`config.mk`:
```
export PLATFORM = sky130hd
export DESIGN_NAME = cc1200_spi_sequencer
export DESIGN_NICKNAME = d
export VERILOG_FILES = /design/src/rtl/cc1200_spi_sequencer.sv
export SDC_FILE = /design/constraint.sdc
export NUM_CORES = 1
export LEC_CHECK = 0
export ABC_CLOCK_PERIOD_IN_PS = 5700
export CAP_MARGIN = 25
export CELL_PAD_IN_SITES_DETAIL_PLACEMENT = 0
export CELL_PAD_IN_SITES_GLOBAL_PLACEMENT = 1
export CORE_MARGIN = 1.5
export CORE_UTILIZATION = 40
export CTS_CLUSTER_SIZE = 30
export DETAILED_ROUTE_END_ITERATION = 12
export GPL_TIMING_DRIVEN = 0
export HOLD_SLACK_MARGIN = 0.1
export PLACE_DENSITY = 0.8
export RECOVER_POWER = 100
export SLEW_MARGIN = 5
export SYNTH_ARGS = -nofsm -noshare
export SYNTH_HDL_FRONTEND = slang
export SYNTH_SLANG_ARGS = --single-unit
```
`constraint.sdc`:
```
create_clock -name clk -period 5.7 [get_ports clk]
set_clock_uncertainty 0.1 [all_clocks]
set_input_delay 1.425 -clock clk [delete_from_list [all_inputs] [get_ports clk]]
set_output_delay 1.425 -clock clk [all_outputs]
set_load 0.02 [all_outputs]
```
`src/rtl/cc1200_spi_sequencer.sv`:
```
// CC1200 SPI command sequencer: queues command words and plays them to the SPI engine one at a time.
// Optional macro CC1200_SEQ_TIMEOUT_EN adds busy-rise/busy-fall timeouts and the rsp_err flag.

module cc1200_spi_sequencer #(
    parameter int DEPTH     = 8,
    parameter int AW        = 3,
    parameter int BUSY_WAIT = 16,
    parameter int DONE_WAIT = 4096
) (
    input  logic        clk,
    input  logic        rst,
    input  logic        cmd_valid,
    output logic        cmd_ready,
    input  logic [31:0] cmd_data,
    input  logic [3:0]  cmd_wr,
    input  logic        cmd_read,
    output logic        rsp_valid,
    input  logic        rsp_ready,
    output logic [31:0] rsp_data,
    output logic        rsp_err,
    output logic        spi_start,
    input  logic        spi_busy,
    output logic [31:0] spi_data_out,
    output logic [3:0]  spi_wr,
    input  logic [31:0] spi_data_in,
    output logic [AW:0] fifo_level,
    output logic        idle
);

    generate
        if (DEPTH < 2 || DEPTH != (1 << AW) || BUSY_WAIT < 1 || DONE_WAIT < 1) begin : g_param_check
            $error("cc1200_spi_sequencer: DEPTH must be 2**AW (>=2) and wait limits >= 1");
        end
    endgenerate

    localparam logic [AW:0] FULL = (AW+1)'(DEPTH);

    typedef enum logic [2:0] {
        S_IDLE,
        S_LAUNCH,
        S_WAIT_BUSY,
        S_WAIT_DONE,
        S_CAPTURE,
        S_RESP
    } state_t;

    state_t state;

    logic [31:0]   fifo_data [DEPTH];
    logic [3:0]    fifo_wr   [DEPTH];
    logic          fifo_rd   [DEPTH];
    logic [AW-1:0] wr_ptr, rd_ptr;
    logic [AW:0]   level;
    logic          push, pop;
    logic          hold_read;
    logic          tmo;

    assign cmd_ready  = (level != FULL);
    assign push       = cmd_valid && cmd_ready;
    // Pop only from IDLE, so RESP naturally blocks the next command.
    assign pop        = (state == S_IDLE) && (level != '0);
    assign fifo_level = level;
    assign idle       = (level == '0) && (state == S_IDLE);

    // Storage needs no reset: the pointers define what is valid.
    always_ff @(posedge clk) begin
        if (push) begin
            fifo_data[wr_ptr] <= cmd_data;
            fifo_wr[wr_ptr]   <= cmd_wr;
            fifo_rd[wr_ptr]   <= cmd_read;
        end
    end

`ifdef CC1200_SEQ_TIMEOUT_EN
    localparam int CMAX = (BUSY_WAIT > DONE_WAIT) ? BUSY_WAIT : DONE_WAIT;
    localparam int CW   = $clog2(CMAX + 1);
    localparam logic [CW-1:0] BUSY_LAST = CW'(BUSY_WAIT - 1);
    localparam logic [CW-1:0] DONE_LAST = CW'(DONE_WAIT - 1);

    logic [CW-1:0] cnt;
    logic          err_sticky;
    logic          rsp_err_q;

    assign rsp_err = rsp_err_q;
    assign tmo = ((state == S_WAIT_BUSY) && !spi_busy && (cnt == BUSY_LAST)) ||
                 ((state == S_WAIT_DONE) &&  spi_busy && (cnt == DONE_LAST));
`else
    assign rsp_err = 1'b0;
    assign tmo     = 1'b0;
`endif

    always_ff @(posedge clk or posedge rst) begin
        if (rst) begin
            state        <= S_IDLE;
            wr_ptr       <= '0;
            rd_ptr       <= '0;
            level        <= '0;
            spi_start    <= 1'b0;
            spi_data_out <= '0;
            spi_wr       <= '0;
            hold_read    <= 1'b0;
            rsp_valid    <= 1'b0;
            rsp_data     <= '0;
`ifdef CC1200_SEQ_TIMEOUT_EN
            cnt          <= '0;
            err_sticky   <= 1'b0;
            rsp_err_q    <= 1'b0;
`endif
        end else begin
            spi_start <= 1'b0;
            if (push) wr_ptr <= wr_ptr + AW'(1);
            if (pop)  rd_ptr <= rd_ptr + AW'(1);
            level <= level + (AW+1)'(push) - (AW+1)'(pop);
`ifdef CC1200_SEQ_TIMEOUT_EN
            // Write-only timeouts have nowhere to report; remember them internally.
            err_sticky <= err_sticky | (tmo & ~hold_read);
`endif

            case (state)
                S_IDLE: begin
                    if (pop) begin
                        spi_data_out <= fifo_data[rd_ptr];
                        spi_wr       <= fifo_wr[rd_ptr];
                        hold_read    <= fifo_rd[rd_ptr];
                        spi_start    <= 1'b1;
                        state        <= S_LAUNCH;
                    end
                end
                S_LAUNCH: begin
`ifdef CC1200_SEQ_TIMEOUT_EN
                    cnt <= '0;
`endif
                    state <= S_WAIT_BUSY;
                end
                S_WAIT_BUSY, S_WAIT_DONE: begin
                    if (tmo) begin
                        if (hold_read) begin
                            rsp_data  <= '0;
                            rsp_valid <= 1'b1;
`ifdef CC1200_SEQ_TIMEOUT_EN
                            rsp_err_q <= 1'b1;
`endif
                            state     <= S_RESP;
                        end else begin
                            state <= S_IDLE;
                        end
                    end else if (state == S_WAIT_BUSY && spi_busy) begin
`ifdef CC1200_SEQ_TIMEOUT_EN
                        cnt <= '0;
`endif
                        state <= S_WAIT_DONE;
                    end else if (state == S_WAIT_DONE && !spi_busy) begin
                        state <= S_CAPTURE;
                    end else begin
`ifdef CC1200_SEQ_TIMEOUT_EN
                        if (cnt != '1) cnt <= cnt + CW'(1);
`endif
                    end
                end
                S_CAPTURE: begin
                    if (hold_read) begin
                        rsp_data  <= spi_data_in;
                        rsp_valid <= 1'b1;
`ifdef CC1200_SEQ_TIMEOUT_EN
                        rsp_err_q <= 1'b0;
`endif
                        state     <= S_RESP;
                    end else begin
                        state <= S_IDLE;
                    end
                end
                S_RESP: begin
                    if (rsp_ready) begin
                        rsp_valid <= 1'b0;
                        state     <= S_IDLE;
                    end
                end
                default: state <= S_IDLE;
            endcase
        end
    end

endmodule
```
==> run_results.csv <==
group,metric,value,unit
drt,wire_per_inst,20.8,um
floorplanning,dieArea,37900,um^2
cts,cts_tree,"done",
layout,syn_to_final_growth,22.7,%
setup_path,path_class,"in -> reg",
setup_path,crit_path_max_incr_delay,1000,ps
setup_path,cp.required,5760,ps
layout,stdcell_count,1569,
floorplanning,std_cell_rows,70,
sta,tightestPinTransition,2330,ps
floorplanning,die_h,195,um
setup_path,worst_ep_arrival_time,4630,ps
drt,vias_per_cell,5.09,
logic_synthesis,syn_avg_cell_area,17.0,um^2
sta,setup_ws,1130,ps
layout,final_nets,1153,
cts,clock_path_buffers,3,
placement,place_inst,1497,
power_and_ir_drop,irDropWorstVdd,0.281,mV
grt,grt_usage,17.3,%
logic_synthesis,syn-num-nets,948,
layout,drive_gt1_share,8.64,%
floorplanning,fp.coreArea,36400,um^2
logic_synthesis,synth_edf_count,296,
grt,grt_pass1_wl,49500,um
power_and_ir_drop,p_leak,6.88,nW
sta,finalMaxSlewViolations,148,
run_status,violations,"max-capacitance violations, max-slew violations",
grt,antenna_found_initial,2,
setup_path,cp_max_fo,9,
drt,drt-initial-drc-count,629,
logic_synthesis,synth-seq-cells,380,
sta,fmax,219,MHz
sta,setup_viol,0,
floorplanning,boundaryPins,151,
setup_path,cp_slowest_cell,"nor3_1",
floorplanning,initial_utilization,40.4,%
power_and_ir_drop,powerDensity,528,nW/um^2
sta,hold_ws,365,ps
sta,final_hold_viol_count,0,
placement,portBuffers,149,
setup_path,worst-path-buf-inv,3,
placement,dpl.hpwl,20900,um
cts,hold_buffers,0,
setup_path,crit_top_cell,"clkbuf_1",
grt,grt_overflow,0,
logic_synthesis,synthCells,865,
job,drv_cap,7,
grt,first_global_vias,8202,
cts,post_cts_buffers,0,
setup_path,cp-start-kind,"input pin",
logic_synthesis,netlist_area,14700,um^2
floorplanning,die_x,195,um
cts,clock_latency,530,ps
drt,remaining_drc_errors,0,
setup_path,end_kind,"flip-flop",
cts,cts-root-buf,"clkbuf_16",
logic_synthesis,ys.flop_type,"edfxtp_1",
drt,drtAntennaViolNets,0,
drt,vias,7993,
cts,post_cts_resize_count,0,
drt,first_pass_iters,5,
sta,post-route-period-util,80.2,%
logic_synthesis,async_flop_share,22.1,%
drt,routed_wirelength,32700,um
cts,htreeDepth,2,
run_status,status,"finished, violations left",
logic_synthesis,ys_warn_count,0,
setup_path,path_cells,"dlygate4sd3_1 -> nand2_1 -> or2_0 -> nor3_1 -> clkbuf_1 -> clkbuf_1",
cts,cts_buffers,39,
cts,cts_sinks,380,
placement,place_congestion,0.739,
setup_path,critPathTopFamily,"buffers and inverters",
grt,grt_max_degree,45,
cts,clkTransAtPathRegs,60,ps
min_path,hold_path_class,"reg -> reg",
sta,rsz0062_at_grt,"no",
placement,post-place-ws,1730,ps
logic_synthesis,yosysUniqueCellTypes,39,
sta,period_minus_slack,4570,ps
power_and_ir_drop,power.total,9.53,mW
logic_synthesis,ys_seq_area_share,74.7,%
sta,maxSlewHeadroom,-55.8,%
-- synthesized netlist by cell type, types with 2 or more instances --
cell type / number / area share, %
a211oi_1: 2 / 0.10
ha_1: 8 / 0.68
xnor2_1: 3 / 0.18
mux2i_1: 148 / 10
o21ai_0: 2 / 0.068
buf_2: 15 / 0.51
nand2_1: 84 / 2.1
xor2_1: 2 / 0.12
inv_1: 7 / 0.18
nand2b_1: 5 / 0.21
mux2_1: 5 / 0.38
nor2_1: 9 / 0.23
nor2b_1: 4 / 0.17
buf_1: 3 / 0.077
edfxtp_1: 296 / 60
buf_4: 16 / 0.82
a21oi_1: 2 / 0.068
mux2_4: 24 / 2.4
dfrtp_1: 84 / 14
clkbuf_1: 7 / 0.18
nor3_1: 2 / 0.068
nand3_1: 39 / 1.3
buf_6: 4 / 0.31
mux2_2: 5 / 0.38
a22oi_1: 74 / 3.8
nand3b_1: 2 / 0.10
-- where the power goes --
| group | internal [mW] | switching [mW] | leakage (nW) |
|---|---|---|---|
| Combinational | 1.28 | 2.01 | 2.58 |
| Sequential | 3.63 | 0.219 | 3.71 |
| Clock | 1.39 | 1.00 | 0.593 |
-- state kept, by name (all words and copies together), names as in the netlist --
signal        flops
spi_data_out     32
state             3
rsp_valid         1
rsp_data         32
fifo_rd           8
rd_ptr            3
fifo_data       256
fifo_wr          32
fifo_level        4
spi_start         1
hold_read         1
spi_wr            4
wr_ptr            3
-- final cells by class --
| cell class | instances | area [um^2] |
|---|---|---|
| sequential | 380 | 11000 |
| antenna | 2 | 5.00 |
| inverter | 8 | 31.3 |
| clock inverter | 14 | 104 |
| clock buffer | 56 | 1100 |
| buffer | 46 | 241 |
| fill | 3063 | 18400 |
| multi-input combinational | 431 | 3330 |
| timing repair buffer | 164 | 1670 |
| tap | 468 | 586 |
-- cell usage in the layout (no fill, tap or decap), types with 8 or more instances in the layout --
cell               n
edfxtp_1         296
clkdlybuf4s50_1   30
dfrtp_1           84
buf_4             14
clkbuf_16         40
mux2i_1          148
a22oi_1           74
ha_1               8
mux2_1            26
clkbuf_1          38
nor2_1             9
nand3_1           39
dlygate4sd3_1    119
nand2_1           84
buf_2             10
-- worst min-delay path, stage by stage (launching register included) --
cell and delay [ps]:
dfrtp_1 330, nand2_1 50, nand2_1 50
-- worst paths after layout --
path                                  startpoint          endpoint  slack (ps)  depth (start not counted)
worst max-delay path                   cmd_valid   fifo_data[0][6]        1130                          6
worst min register to register  spi_data_out[19]  spi_data_out[19]         360                          2
min in group asynchronous                    rst      rsp_data[13]        1800                          2
worst min-delay path            spi_data_out[19]  spi_data_out[19]         360                          2
worst max register to register     fifo_level[2]   fifo_data[0][6]        1790                          8
max in group asynchronous                    rst      rsp_data[18]        2740                          2
-- per-stage QoR --
step | cell area, um^2 | utilization (%) | setup TNS, ps
2_1_floorplan | 14700 | - | 0
3_3_place_gp | 16800 | 46.1 | -197560
5_1_grt | 18000 | 49.5 | 0
4_1_cts | 18300 | 50.2 | 0
6_report | 18100 | 49.6 | 0
3_5_place_dp | 17100 | 46.9 | 0
-- cells by family (layout without fill, tap and decap cells) --
logic type | after synthesis | in the layout | share of synthesized area, %
compound gates | 83 | 83 | 4.18
xor+xnor | 5 | 5 | 0.298
fa+ha+maj | 9 | 9 | 0.816
buf+inv | 54 | 288 | 2.14
flops | 380 | 380 | 74.7
mux | 182 | 182 | 13.3
other cells | 1 | 3 | 0.0255
simple gates | 151 | 151 | 4.54
-- per-layer routing --
metal  track usage [%]  up-vias  share of wire, %
met2              28.1      273                47
met3              3.38       41               6.2
met5                 0        -                 0
li1                  -     3718                 -
met1              24.3     3961                45
met4              3.70        0               1.4
Power figures use the tool's default switching activity.
